<file path="config.mk">
export PLATFORM = sky130hd
export DESIGN_NAME = unsigned_nxn_approx_mul_pipe
export DESIGN_NICKNAME = d
export VERILOG_FILES = /design/src/rtl/unsigned_nxn_approx_mul_pipe.sv
export SDC_FILE = /design/constraint.sdc
export NUM_CORES = 1
export LEC_CHECK = 0
export BUFFER_PORTS_ARGS = -buffer_cell sky130_fd_sc_hd__buf_4
export CAP_MARGIN = 40
export CELL_PAD_IN_SITES_DETAIL_PLACEMENT = 0
export CELL_PAD_IN_SITES_GLOBAL_PLACEMENT = 1
export CORE_MARGIN = 5
export CORE_UTILIZATION = 49
export CTS_CLUSTER_DIAMETER = 150
export DETAILED_ROUTE_END_ITERATION = 6
export PLACE_DENSITY = 0.95
export SLEW_MARGIN = 25
export SYNTH_ARGS = -nofsm -noshare
export SYNTH_HDL_FRONTEND = slang
export SYNTH_SLANG_ARGS = --single-unit
</file>
<file path="constraint.sdc">
create_clock -name clk -period 13.1 [get_ports clk]
set_clock_uncertainty 0.1 [all_clocks]
set_input_delay 0.655 -clock clk [delete_from_list [all_inputs] [get_ports clk]]
set_output_delay 0.655 -clock clk [all_outputs]
set_load 0.02 [all_outputs]
</file>
<file path="src/rtl/unsigned_nxn_approx_mul_pipe.sv">
// Pipelined unsigned NxN multiplier with a per-transaction exact/approximate mode.
// The product is formed combinationally into stage 0; later stages only delay it.
module unsigned_nxn_approx_mul_pipe #(
  parameter int N      = 8,
  parameter int K      = 4,
  parameter int T      = 8,
  parameter int STAGES = 2,
  parameter int CNT_W  = 16
) (
  input  logic             clk,
  input  logic             rst,
  input  logic             in_valid,
  output logic             in_ready,
  input  logic [N-1:0]     x,
  input  logic [N-1:0]     y,
  input  logic             approx,
  output logic             out_valid,
  input  logic             out_ready,
  output logic [2*N-1:0]   z,
  output logic             approx_o,
  output logic [CNT_W-1:0] approx_cnt
);

  localparam int W = 2 * N;

  logic             adv;
  logic [N-1:0]     x_hi;
  logic [W-1:0]     exact_prod;
  logic [W-1:0]     hi_prod;
  logic [W-1:0]     lo_bits;
  logic [W-1:0]     prod;

  logic [STAGES-1:0]        valid_reg;
  logic [STAGES-1:0]        ap_reg;
  logic [STAGES-1:0][W-1:0] z_reg;
  logic [CNT_W-1:0]         cnt_reg;

  // Upper N-K bits of x, kept in place so y*x_hi == (y*x[N-1:K]) << K.
  generate
    for (genvar gi = 0; gi < N; gi++) begin : g_xhi
      if (gi >= K) begin : g_keep
        assign x_hi[gi] = x[gi];
      end else begin : g_drop
        assign x_hi[gi] = 1'b0;
      end
    end
  endgenerate

  assign exact_prod = W'(y) * W'(x);
  assign hi_prod    = W'(y) * W'(x_hi);

  // Column c of the low-row approximation: OR of every low-row partial-product
  // bit landing in that column, discarded below column T.
  generate
    for (genvar gi = 0; gi < W; gi++) begin : g_col
      logic [N-1:0] terms;
      for (genvar gj = 0; gj < N; gj++) begin : g_row
        if (gj < K && gi - gj >= 0 && gi - gj < N) begin : g_term
          assign terms[gj] = x[gj] & y[gi-gj];
        end else begin : g_none
          assign terms[gj] = 1'b0;
        end
      end
      if (gi >= T) begin : g_kept
        assign lo_bits[gi] = |terms;
      end else begin : g_cut
        assign lo_bits[gi] = 1'b0;
      end
    end
  endgenerate

  assign prod = approx ? (hi_prod + lo_bits) : exact_prod;

  // One global stall: the whole pipe advances only when the tail can move.
  assign adv      = !out_valid || out_ready;
  assign in_ready = rst || adv;

  always_ff @(posedge clk) begin
    if (rst) begin
      valid_reg[0] <= 1'b0;
      ap_reg[0]    <= 1'b0;
      z_reg[0]     <= '0;
    end else if (adv) begin
      valid_reg[0] <= in_valid;
      ap_reg[0]    <= approx;
      z_reg[0]     <= prod;
    end
  end

  generate
    for (genvar gi = 1; gi < STAGES; gi++) begin : g_stage
      always_ff @(posedge clk) begin
        if (rst) begin
          valid_reg[gi] <= 1'b0;
          ap_reg[gi]    <= 1'b0;
          z_reg[gi]     <= '0;
        end else if (adv) begin
          valid_reg[gi] <= valid_reg[gi-1];
          ap_reg[gi]    <= ap_reg[gi-1];
          z_reg[gi]     <= z_reg[gi-1];
        end
      end
    end
  endgenerate

  // Counts approximate requests at acceptance and sticks at all-ones.
  always_ff @(posedge clk) begin
    if (rst) begin
      cnt_reg <= '0;
    end else if (in_valid && adv && approx && (cnt_reg != {CNT_W{1'b1}})) begin
      cnt_reg <= cnt_reg + 1'b1;
    end
  end

  assign out_valid  = valid_reg[STAGES-1];
  assign approx_o   = ap_reg[STAGES-1];
  assign z          = z_reg[STAGES-1];
  assign approx_cnt = cnt_reg;

endmodule

</file>
# Word-level counts from Yosys, hierarchy flattened
# Cells that the tools add are included.
# Widths: inputs -> output; s select.
[classes] addsub=2 multipliers=2 div=0 n_lt_le_gt_ge=0 eq_ne=1 shift=0 mux=1 bitwise=6 n_reduce_logical=8
[ops] cell="$add 16x1->16 const B" count=1
[ops] cell="$add 16x11->16" count=1
[ops] cell="$mul 8x8->16" count=1
[ops] cell="$mux 16" count=1
[ops] cell="$ne 16x16->1 const B" count=1
[ops] cell="$mul 8x4->12" count=1
[ops] cell="$and 1x1->1" count=6
[ops] cell="$logic_and 1x1->1" count=3
[ops] cell="$reduce_or 3->1" count=1
[ops] cell="$logic_or 1x1->1" count=2
[ops] cell="$reduce_or 2->1" count=1
[ops] cell="$logic_not 1->1" count=1
[word_totals] ff_bits=52 latch_bits=0 mem_bits_rw=0 mem_bits_ro=0 in_bits=21 out_inout_bits=35 elab_cells=27 memories=0

# Longest topological paths before layout
# Gate-level depths: netlist of run 1.
[depth] depth_word=5 ltp_mapped=18

# Least setup slack after synthesis of run 1
# No wires, ideal clock.
[synth_timing] path_kind="input port to flip-flop" from="input y[0]" to="register z_reg[11] in the netlist's numbering" t_arrival_ns=4.498 t_required_ns=12.926 path_slack_ns=8.428 stages=16 cell_sequence="nand2_1 > fa_1 > fa_1 > inv_1 > fa_1 > inv_1 > fa_1 > inv_1 > ha_1 > o21ai_0 > a21oi_1 > o21ai_0 > nand2b_1 > a21bo_2 > or3b_2 > a31oi_1"
[synth_between] elab_chain_cells=3
[synth_lines] item="start: declaration" line="15" text="input logic [N-1:0] y,"
[synth_lines] item="$mul 8x4->12" line="50" text="assign hi_prod = W'(y) * W'(x_hi);"
[synth_lines] item="$add 16x11->16" line="72" text="assign prod = approx ? (hi_prod + lo_bits) : exact_prod;"
[synth_lines] item="$mux 16 *" line="72"
[synth_lines] item="end: declaration" line="35" text="logic [STAGES-1:0][W-1:0] z_reg;"
# Every way passes the cells marked *; elsewhere a longest branch is shown, timed or not.
# A chain may end at the register's enable or synchronous reset.

# Worst setup path after layout of run 1
[layout_timing] from="input x[7]" to="register z_reg[11] in the netlist's numbering"
[layout_between] elab_chain_cells=3
[layout_lines] item="start: declaration" line="14" text="input logic [N-1:0] x,"
[layout_lines] item="$mul 8x4->12" line="50"
[layout_lines] item="$add 16x11->16" line="72"
[layout_lines] item="$mux 16 *" line="72"
# Marks and branches as above.

==> results of run 1 <==
through the flow:
stage | util (%) | instances | hold WS, ns
after global placement | 53.77 | 782 | 0.3420
after detailed placement | 53.77 | 782 | 0.3457
after floorplan | - | 624 | 0.3322
after CTS | 54.57 | 789 | 0.3585
after global routing | 54.57 | 789 | 0.3756
final | 54.57 | 789 | 0.3577
how the worst max path moves through the flow:
stage | start | endpoint | slack [ns] | cells after the start
finish | x[7] | z_reg[11]$_SDFFE_PP0N_ | 8.34 | 17
global route | y[0] | z_reg[14]$_SDFFE_PP0N_ | 8.12 | 16
CTS | x[7] | z_reg[11]$_SDFFE_PP0N_ | 8.34 | 17
detailed placement | x[7] | z_reg[11]$_SDFFE_PP0N_ | 8.04 | 17
global placement | y[2] | z_reg[14]$_SDFFE_PP0N_ | 8.13 | 16
floorplan | y[0] | z_reg[11]$_SDFFE_PP0N_ | 8.43 | 16
cells by family (layout without fill, tap and decap cells):
family / after synthesis / count (layout) / synth area share, %
AO/OA/AOI/OAI: 101 / 101 / 12.62
XOR/XNOR: 27 / 27 / 4.631
adder cells (fa/ha/maj): 93 / 93 / 29.26
buffers and inverters: 118 / 147 / 9.924
flip-flops: 52 / 52 / 20.39
multiplexers: 1 / 1 / 0.1960
AND/OR/NAND/NOR: 232 / 232 / 22.98
worst register-to-register path, delay by kind of cell, from the launching register on:
kind | cells | cell delay (ns)
and+or+nand+nor | 5 | 1.86
DFF | 1 | 0.34
AOI/OAI and AO/OA | 1 | 0.14
cell type report:
cell class                      instances  area, µm²
Fill cell                             947       4648
Tap cell                              136      170.2
Inverter                               85      319.1
Sequential cell                        52       1041
Timing Repair Buffer                   55      412.9
Clock inverter                          2      12.51
Clock buffer                            5      68.82
Multi-Input combinational cell        454       3558
cells in the final DEF, fill, tap and decap left out, drive strengths merged, types with 2 or more instances in the layout:
master,instances
a211oi,10
a21o,4
a21oi,41
a221oi,3
a311oi,2
a31oi,5
and2,46
and3,6
and4,4
buf,55
clkbuf,5
dfxtp,52
fa,44
ha,49
inv,85
nand2,84
nand2b,6
nand3,6
nand3b,5
nand4,5
nor2,40
nor2b,2
nor3,7
nor3b,3
nor4,2
o211ai,4
o21ai,24
o21bai,2
or2b,2
or3,8
xnor2,17
xor2,10
routing by layer:
metal  up-vias  wire length (µm)  global-route usage [%]
li1       2074                 -                       -
met1      1986              4786                   23.56
met2        78              5414                   31.62
met3        13               345                   1.725
met4         0               167                   3.365
met5         -                 0                       0
power by group through the flow:
stage / Clock (µW) / Sequential [µW] / Combinational (µW)
after floorplan: 0 / 192 / 308
after global placement: 0 / 194 / 383
after detailed placement: 0 / 195 / 392
after CTS: 88.2 / 191 / 396
after global routing: 93.9 / 194 / 452
final: 85.6 / 191 / 393
==> out/metrics.csv, run 1 <==
metric,value,unit
status,completed,
Sw Pwr,284.5,µW
"top cells by count, synth","85 x inv_1, 84 x nand2_1, 52 x dfxtp_1, 49 x ha_1, 46 x and2_1",
minimum clock period,4.758,ns
crit end category,flip-flop,
Seq pwr share,28.5,%
cell area power density,120.0,mW/mm²
Clock Sinks,52,
post-synthesis register bit count,52,
number of global-route vias before repair,4161,
# diodes,0,
remaining global-route overflow,0,
Worst Tran Pin Value,0.6938,ns
largest net degree at the start of global routing,55,
port bufs,55,
wire per inst,13.58,µm
Site Rows,37,
GRT Total Usage,17.74,%
Reg2Reg Capture Point,approx_cnt[9]$_SDFFE_PP0P_,
"Period Utilization, post-route",36.32,%
share of layout cells above drive strength 1,11.79,%
most frequent CP cell,fa_1,
Worst slew margin,53.75,%
Max-Cap Viols,0,
Largest register FFs,32,
WS Path Type,in2reg,
via count,4151,
area grow syn2layout,9.336,%
Critical Path Source Type,input port,
Total Power,669.9,µW
combinational power share,58.7,%
"Avg Cell Area, Syn",8.183,µm²
"Setup Fix Bufs, Post-CTS",0,
Remaining DRCs,0,
Tightest Hold Check Type,reg2reg,
R2R cell count,6,
hold depth,2,
DR pass1 iterations,5,
initial antenna violation count,0,
RR Startpoint,out_valid$_SDFFE_PP0N_,
max-slew violation count,0,
min-delay src,z[5]$_SDFFE_PP0N_,
worst-skew pair later-pin latency,0.29,ns
YS warnings,0,
setup TNS,0,ns
CP max stage cell,fa_1,
"top cells by area, synth","dfxtp_1 20%, fa_1 17%, ha_1 12%",
clock network power share,12.8,%
H-tree lvl count,2,
Die X,112.1,µm
Yosys top cell by area,dfxtp_1,
final setup fails,0,
Via density,5.261,
number of synthesized flops with an enable pin,0,
Final HPWL DP,8901,µm
core outline area,0.01023,mm²
RSZ-0062 raised after global routing,no,
peak supply drop,75.90,µV
area share of the largest cell type after synthesis,20.39,%
cts hold-fix bufs,0,
Final Cell Area,0.005583,mm²
WP data required,13.23,ns
mapped cell area,0.005106,mm²
Worst path max stage delay,0.57,ns
critical-path maximum fanout,8,
CP cell instances,buf_4 -> nand2_1 -> fa_1 -> fa_1 -> inv_1 -> fa_1 -> inv_1 -> fa_1 -> inv_1 -> ha_1 -> o21ai_0 -> a21oi_1 -> o21ai_0 -> nand2b_1 -> a21bo_2 -> or3b_2 -> a31oi_1,
Routed WL,10710,µm
post-CTS sizing,0,
Final nets,767,
Leak,0.002627,µW
CP Buf/Inv Count,4,
Root Buffer,clkbuf_8,
Starting Density,49.91,%
"count leader, synth",inv_1,
dpl cell area,0.005502,mm²
Hold Fails Final Rpt,0,
Fmax achieved,210.2,MHz
GPL Wtd Cong,0.8606,
DR iter-0 viols,260,
top_reg_cell synth,dfxtp_1,
Netlist cell types,55,
CTS buffer count,5,
asr flop ratio synth,0,%
Synth Instances,624,
first-pass GRT wire length,19150,µm
die span in y,112.1,µm
Mapped Nets,738,
Setup WS post-layout,8.342,ns
CTS tree,yes,
Hold EP,z[5]$_SDFFE_PP0N_,
"delay-heaviest family, CP",adder cells,
IO Count,56,
"antenna viol nets, final",0,
DIE AREA,0.01256,mm²
Post-Place Setup Slack,8.041,ns
clock buffer depth,2,
"reg-to-reg slack, setup",10.60,ns
Worst EP arrival,4.88,ns
Worst-path clk slew,0.09,ns
post-synthesis sequential area ratio,20.39,%
Int Power,385.4,µW
switching power share of the total,42.47,%
No activity file was read; power rests on OpenSTA's default activity.
==> inputs of run 2 (changes only) <==
Settings changed: CORE_UTILIZATION 49 to 41, PLACE_DENSITY 0.95 to 0.88.
Clock period 13.1 ns to 4.2 ns, I/O delays scaled along.
==> out/metrics.csv, run 2 (same netlist as run 1, synthesis figures left out) <==
metric,value,unit
# diodes,0,
WP data required,4.27,ns
CTS buffer count,5,
IO Count,56,
Site Rows,40,
DR pass1 iterations,4,
Leak,0.002894,µW
Total Power,2633,µW
Worst slew margin,52.90,%
peak supply drop,193.0,µV
final setup fails,0,
core outline area,0.01211,mm²
switching power share of the total,38.77,%
wire per inst,13.66,µm
Largest register FFs,32,
Worst Tran Pin Value,0.7065,ns
Via density,5.040,
Clock Sinks,52,
most frequent cells in the layout,"100 x buf_4, 81 x nand2_1, 81 x inv_1",
"commonest non-fill, non-tap cell in the layout",buf_4,
Die X,121.6,µm
Final HPWL DP,9361,µm
Root Buffer,clkbuf_16,
"Period Utilization, post-route",97.83,%
Max-Cap Viols,0,
hold depth,3,
Int Power,1612,µW
Worst EP arrival,4.18,ns
port bufs,55,
crit end category,flip-flop,
min-delay src,in_valid,
RR Startpoint,out_valid$_SDFFE_PP0N_,
via count,4370,
R2R cell count,6,
status,completed,
die span in y,121.6,µm
Hold EP,valid_reg[0]$_SDFFE_PP0N_,
remaining global-route overflow,0,
first-pass GRT wire length,20040,µm
Fmax achieved,243.4,MHz
Routed WL,11850,µm
RSZ-0062 raised after global routing,yes,
Setup WS post-layout,0.09125,ns
Tightest Hold Check Type,in2reg,
Worst-path clk slew,0.06,ns
CTS tree,yes,
critical-path maximum fanout,7,
FF+latch area,0.001041,mm²
"reg-to-reg slack, setup",1.71,ns
Critical Path Source Type,input port,
H-tree lvl count,2,
max-slew violation count,0,
Hold Fails Final Rpt,0,
share of layout cells above drive strength 1,21.75,%
minimum clock period,4.109,ns
initial antenna violation count,0,
cell area power density,425.0,mW/mm²
"antenna viol nets, final",0,
Starting Density,42.16,%
Filler cells,1185,
Multi-input gate area,0.003692,mm²
worst-skew pair later-pin latency,0.29,ns
Reg2Reg Capture Point,approx_cnt[9]$_SDFFE_PP0P_,
area grow syn2layout,21.34,%
DIE AREA,0.01479,mm²
number of global-route vias before repair,4447,
clock buffer depth,2,
Remaining DRCs,0,
largest net degree at the start of global routing,55,
GPL Wtd Cong,0.8457,
Post-Place Setup Slack,-0.3543,ns
DR iter-0 viols,299,
GRT Total Usage,16.17,%
clock network power share,18.4,%
combinational power share,59.0,%
WS Path Type,in2reg,
Final nets,812,
Seq pwr share,22.6,%
Sw Pwr,1021,µW
==> run 2: through the flow <==
stage          util [%]  instances   TNS [ns]  cell area (µm²)  hold slack (ns)
3_5_place_dp      48.30        855     -1.303             5849           0.3471
5_1_grt           51.16        867    -0.1306             6196           0.1191
2_1_floorplan         -        624  -0.009941             5106           0.2505
6_report          51.16        867          0             6196          0.09478
4_1_cts           49.99        863          0             6055          0.09227
3_3_place_gp      48.30        855     -1.114             5849           0.3412
==> run 2: critical path: stages <==
cell      delay (ns)
buf_4           0.14
buf_4           0.14
and2_4          0.16
fa_1            0.56
fa_2            0.45
fa_1            0.53
inv_2           0.04
fa_1            0.49
inv_2           0.05
ha_4            0.15
a211oi_2        0.24
nor2_2          0.09
nor3_2          0.21
o221ai_2        0.12
xnor2_1         0.17
nor4_1          0.08
or3_1           0.35
==> run 2: worst max-delay path by stage <==
stage                     from                      to  slack [ns]  depth (start not counted)
final                     x[3]  z_reg[14]$_SDFFE_PP0N_        0.09                         17
after global routing      x[3]  z_reg[14]$_SDFFE_PP0N_       -0.08                         17
after CTS                 y[2]  z_reg[11]$_SDFFE_PP0N_        0.03                         17
after detailed placement  y[2]  z_reg[14]$_SDFFE_PP0N_       -0.35                         18
after global placement    x[4]  z_reg[14]$_SDFFE_PP0N_       -0.28                         16
after floorplan           y[2]  z_reg[11]$_SDFFE_PP0N_       -0.01                         16
==> run 2: timing repair <==
action,CTS,global route
setup endpoints to repair,1,5
cloned,0,0
gates resized for setup,3,33
setup buffers,0,4
pin swaps,3,24
hold buffers,0,0
==> run 2: layout make-up <==
cell class	count	area share [%]
clock buffers	7	2.464
clock inverters	1	0.4847
inverters	85	5.149
multi-input cells	454	59.59
flip-flops and latches	52	16.80
well taps	168	3.393
repair buffers	100	12.12
==> run 2: layer usage <==
metal	GRT usage [%]	vias to the layer above	share of wire [%]
met2	29.64	73	51
met3	2.461	13	3.8
met1	20.16	2123	43
met4	3.151	0	1.6
li1	-	2161	-
met5	0	-	0
==> run 2: power by group through the flow <==
stage | registers [µW] | logic, µW | clock network [µW]
floorplan | 598 | 959 | 0
global placement | 608 | 1340 | 0
detailed placement | 608 | 1360 | 0
CTS | 597 | 1410 | 496
global route | 602 | 1750 | 516
finish | 596 | 1550 | 484
==> inputs of run 3 (changes only) <==
Settings changed: ABC_CLOCK_PERIOD_IN_PS set to 3600.
Clock period 4.2 ns to 3.6 ns, I/O delays scaled along.
==> out/metrics.csv, run 3 (same netlist as run 1, synthesis figures left out) <==
metric,value,unit
WS Path Type,in2reg,
Final nets,851,
combinational power share,65.9,%
status,"complete, but fails checks",
Via density,5.007,
core outline area,0.01211,mm²
Root Buffer,clkbuf_16,
Clock Sinks,52,
Int Power,2107,µW
Sw Pwr,1327,µW
GRT Total Usage,17.26,%
Final HPWL DP,10020,µm
IO Count,56,
cell area power density,512.2,mW/mm²
remaining global-route overflow,0,
Total Power,3434,µW
post-route insts no fill,906,
initial antenna violation count,0,
CTS buffer count,5,
Worst slew margin,62.44,%
Setup WS post-layout,-0.2677,ns
clock network power share,13.9,%
Fmax achieved,258.6,MHz
worst hold slack,0.06433,ns
Tightest Hold Check Type,in2reg,
cts hold-fix bufs,0,
DR iter-0 viols,292,
"reg-to-reg slack, setup",1.33,ns
area grow syn2layout,31.29,%
peak supply drop,253.0,µV
failing checks,negative setup slack,
"commonest non-fill, non-tap cell in the layout",buf_4,
worst-skew pair later-pin latency,0.29,ns
CTS tree,yes,
DR pass1 iterations,4,
largest net degree at the start of global routing,55,
FF+latch area,0.001041,mm²
first-pass GRT wire length,21190,µm
max-slew violation count,0,
"antenna viol nets, final",0,
Worst EP arrival,3.96,ns
Critical Path Source Type,input port,
GPL Wtd Cong,0.8559,
DIE AREA,0.01479,mm²
number of global-route vias before repair,4659,
via count,4536,
Worst Tran Pin Value,0.5634,ns
RSZ-0062 raised after global routing,yes,
Multi-input gate area,0.003876,mm²
Worst path max stage delay,0.59,ns
H-tree lvl count,2,
WP data required,3.69,ns
die span in y,121.6,µm
Largest register FFs,32,
switching power share of the total,38.65,%
most frequent cells in the layout,"125 x buf_4, 77 x inv_1, 75 x nand2_1",
# diodes,0,
CP cell instances,buf_8 -> and2_4 -> fa_1 -> fa_2 -> fa_1 -> inv_2 -> fa_2 -> inv_2 -> ha_4 -> buf_4 -> nand2b_1 -> buf_6 -> a211oi_2 -> xor2_1 -> a2111oi_2,
CP max stage cell,fa_1,
Leak,0.003117,µW
Max-Cap Viols,0,
"Period Utilization, post-route",107.4,%
Remaining DRCs,0,
final setup fails,8,
share of layout cells above drive strength 1,31.30,%
Die X,121.6,µm
port bufs,55,
Seq pwr share,20.3,%
Worst-path clk slew,0.07,ns
minimum clock period,3.868,ns
Filler cells,1088,
Routed WL,12450,µm
wire per inst,13.74,µm
Starting Density,42.16,%
cell total after placement,887,
Site Rows,40,
Hold Fails Final Rpt,0,
crit end category,flip-flop,
clock buffer depth,2,
critical-path maximum fanout,6,
-- run 3: changes by cell type in the layout (fill, tap and decap cells not counted), sizes merged --
cell and change:
buf +39, bufinv -1, clkinvlp +1
-- run 3: final cells by class --
cell class / count / area share, %
clock buffers: 7 / 2.128
flip-flops and latches: 52 / 15.53
multi-input cells: 454 / 57.82
clock inverters: 1 / 0.1120
well taps: 168 / 3.136
repair buffers: 139 / 16.52
inverters: 85 / 4.759
-- run 3: through the flow --
stage | setup WS, ns | cell area [µm²] | TNS [ns] | util, %
finish | -0.2677 | 6704 | -1.647 | 55.35
global route | -0.4551 | 6704 | -2.762 | 55.35
CTS | -0.2398 | 6586 | -0.9383 | 54.38
detailed placement | -0.6723 | 6193 | -4.506 | 51.14
global placement | -0.6121 | 6193 | -3.883 | 51.14
floorplan | -0.2841 | 5210 | -1.027 | -
-- run 3: final timing paths --
| check | from | to | depth (start not counted) |
|---|---|---|---|
| max | x[5] | z_reg[13]$_SDFFE_PP0N_ | 15 |
| max reg2reg | approx_cnt[0]$_SDFFE_PP0P_ | approx_cnt[9]$_SDFFE_PP0P_ | 7 |
| min | in_valid | valid_reg[0]$_SDFFE_PP0N_ | 3 |
| min reg2reg | z[2]$_SDFFE_PP0N_ | z[2]$_SDFFE_PP0N_ | 2 |
-- run 3: power groups by stage --
| stage | clock network (µW) | logic [µW] | registers, µW |
|---|---|---|---|
| 2_1_floorplan | 0 | 1240 | 698 |
| 3_3_place_gp | 0 | 1840 | 708 |
| 3_5_place_dp | 0 | 1900 | 709 |
| 4_1_cts | 484 | 2130 | 697 |
| 5_1_grt | 516 | 2480 | 704 |
| 6_report | 477 | 2260 | 696 |
-- run 3: critical path: cells and delay by family --
kind,cells,cell delay [ns]
xor+xnor,1,0.13
buf+inv,5,0.46
compound gates,2,0.60
simple gates,2,0.32
fa+ha+maj,5,2.26
-- run 3: routing by layer --
metal | wire, µm | global-route usage [%]
met3 | 505 | 2.693
met4 | 207 | 4.482
met5 | 0 | 0
met1 | 5177 | 20.71
met2 | 6558 | 31.99
-- run 3: repair_timing --
| action | CTS | global route |
|---|---|---|
| pin swaps | 34 | 25 |
| setup endpoints to repair | 8 | 8 |
| gates cloned | 0 | 0 |
| hold endpoints to repair | 0 | 0 |
| resized for setup | 57 | 18 |
| setup buffers | 4 | 7 |
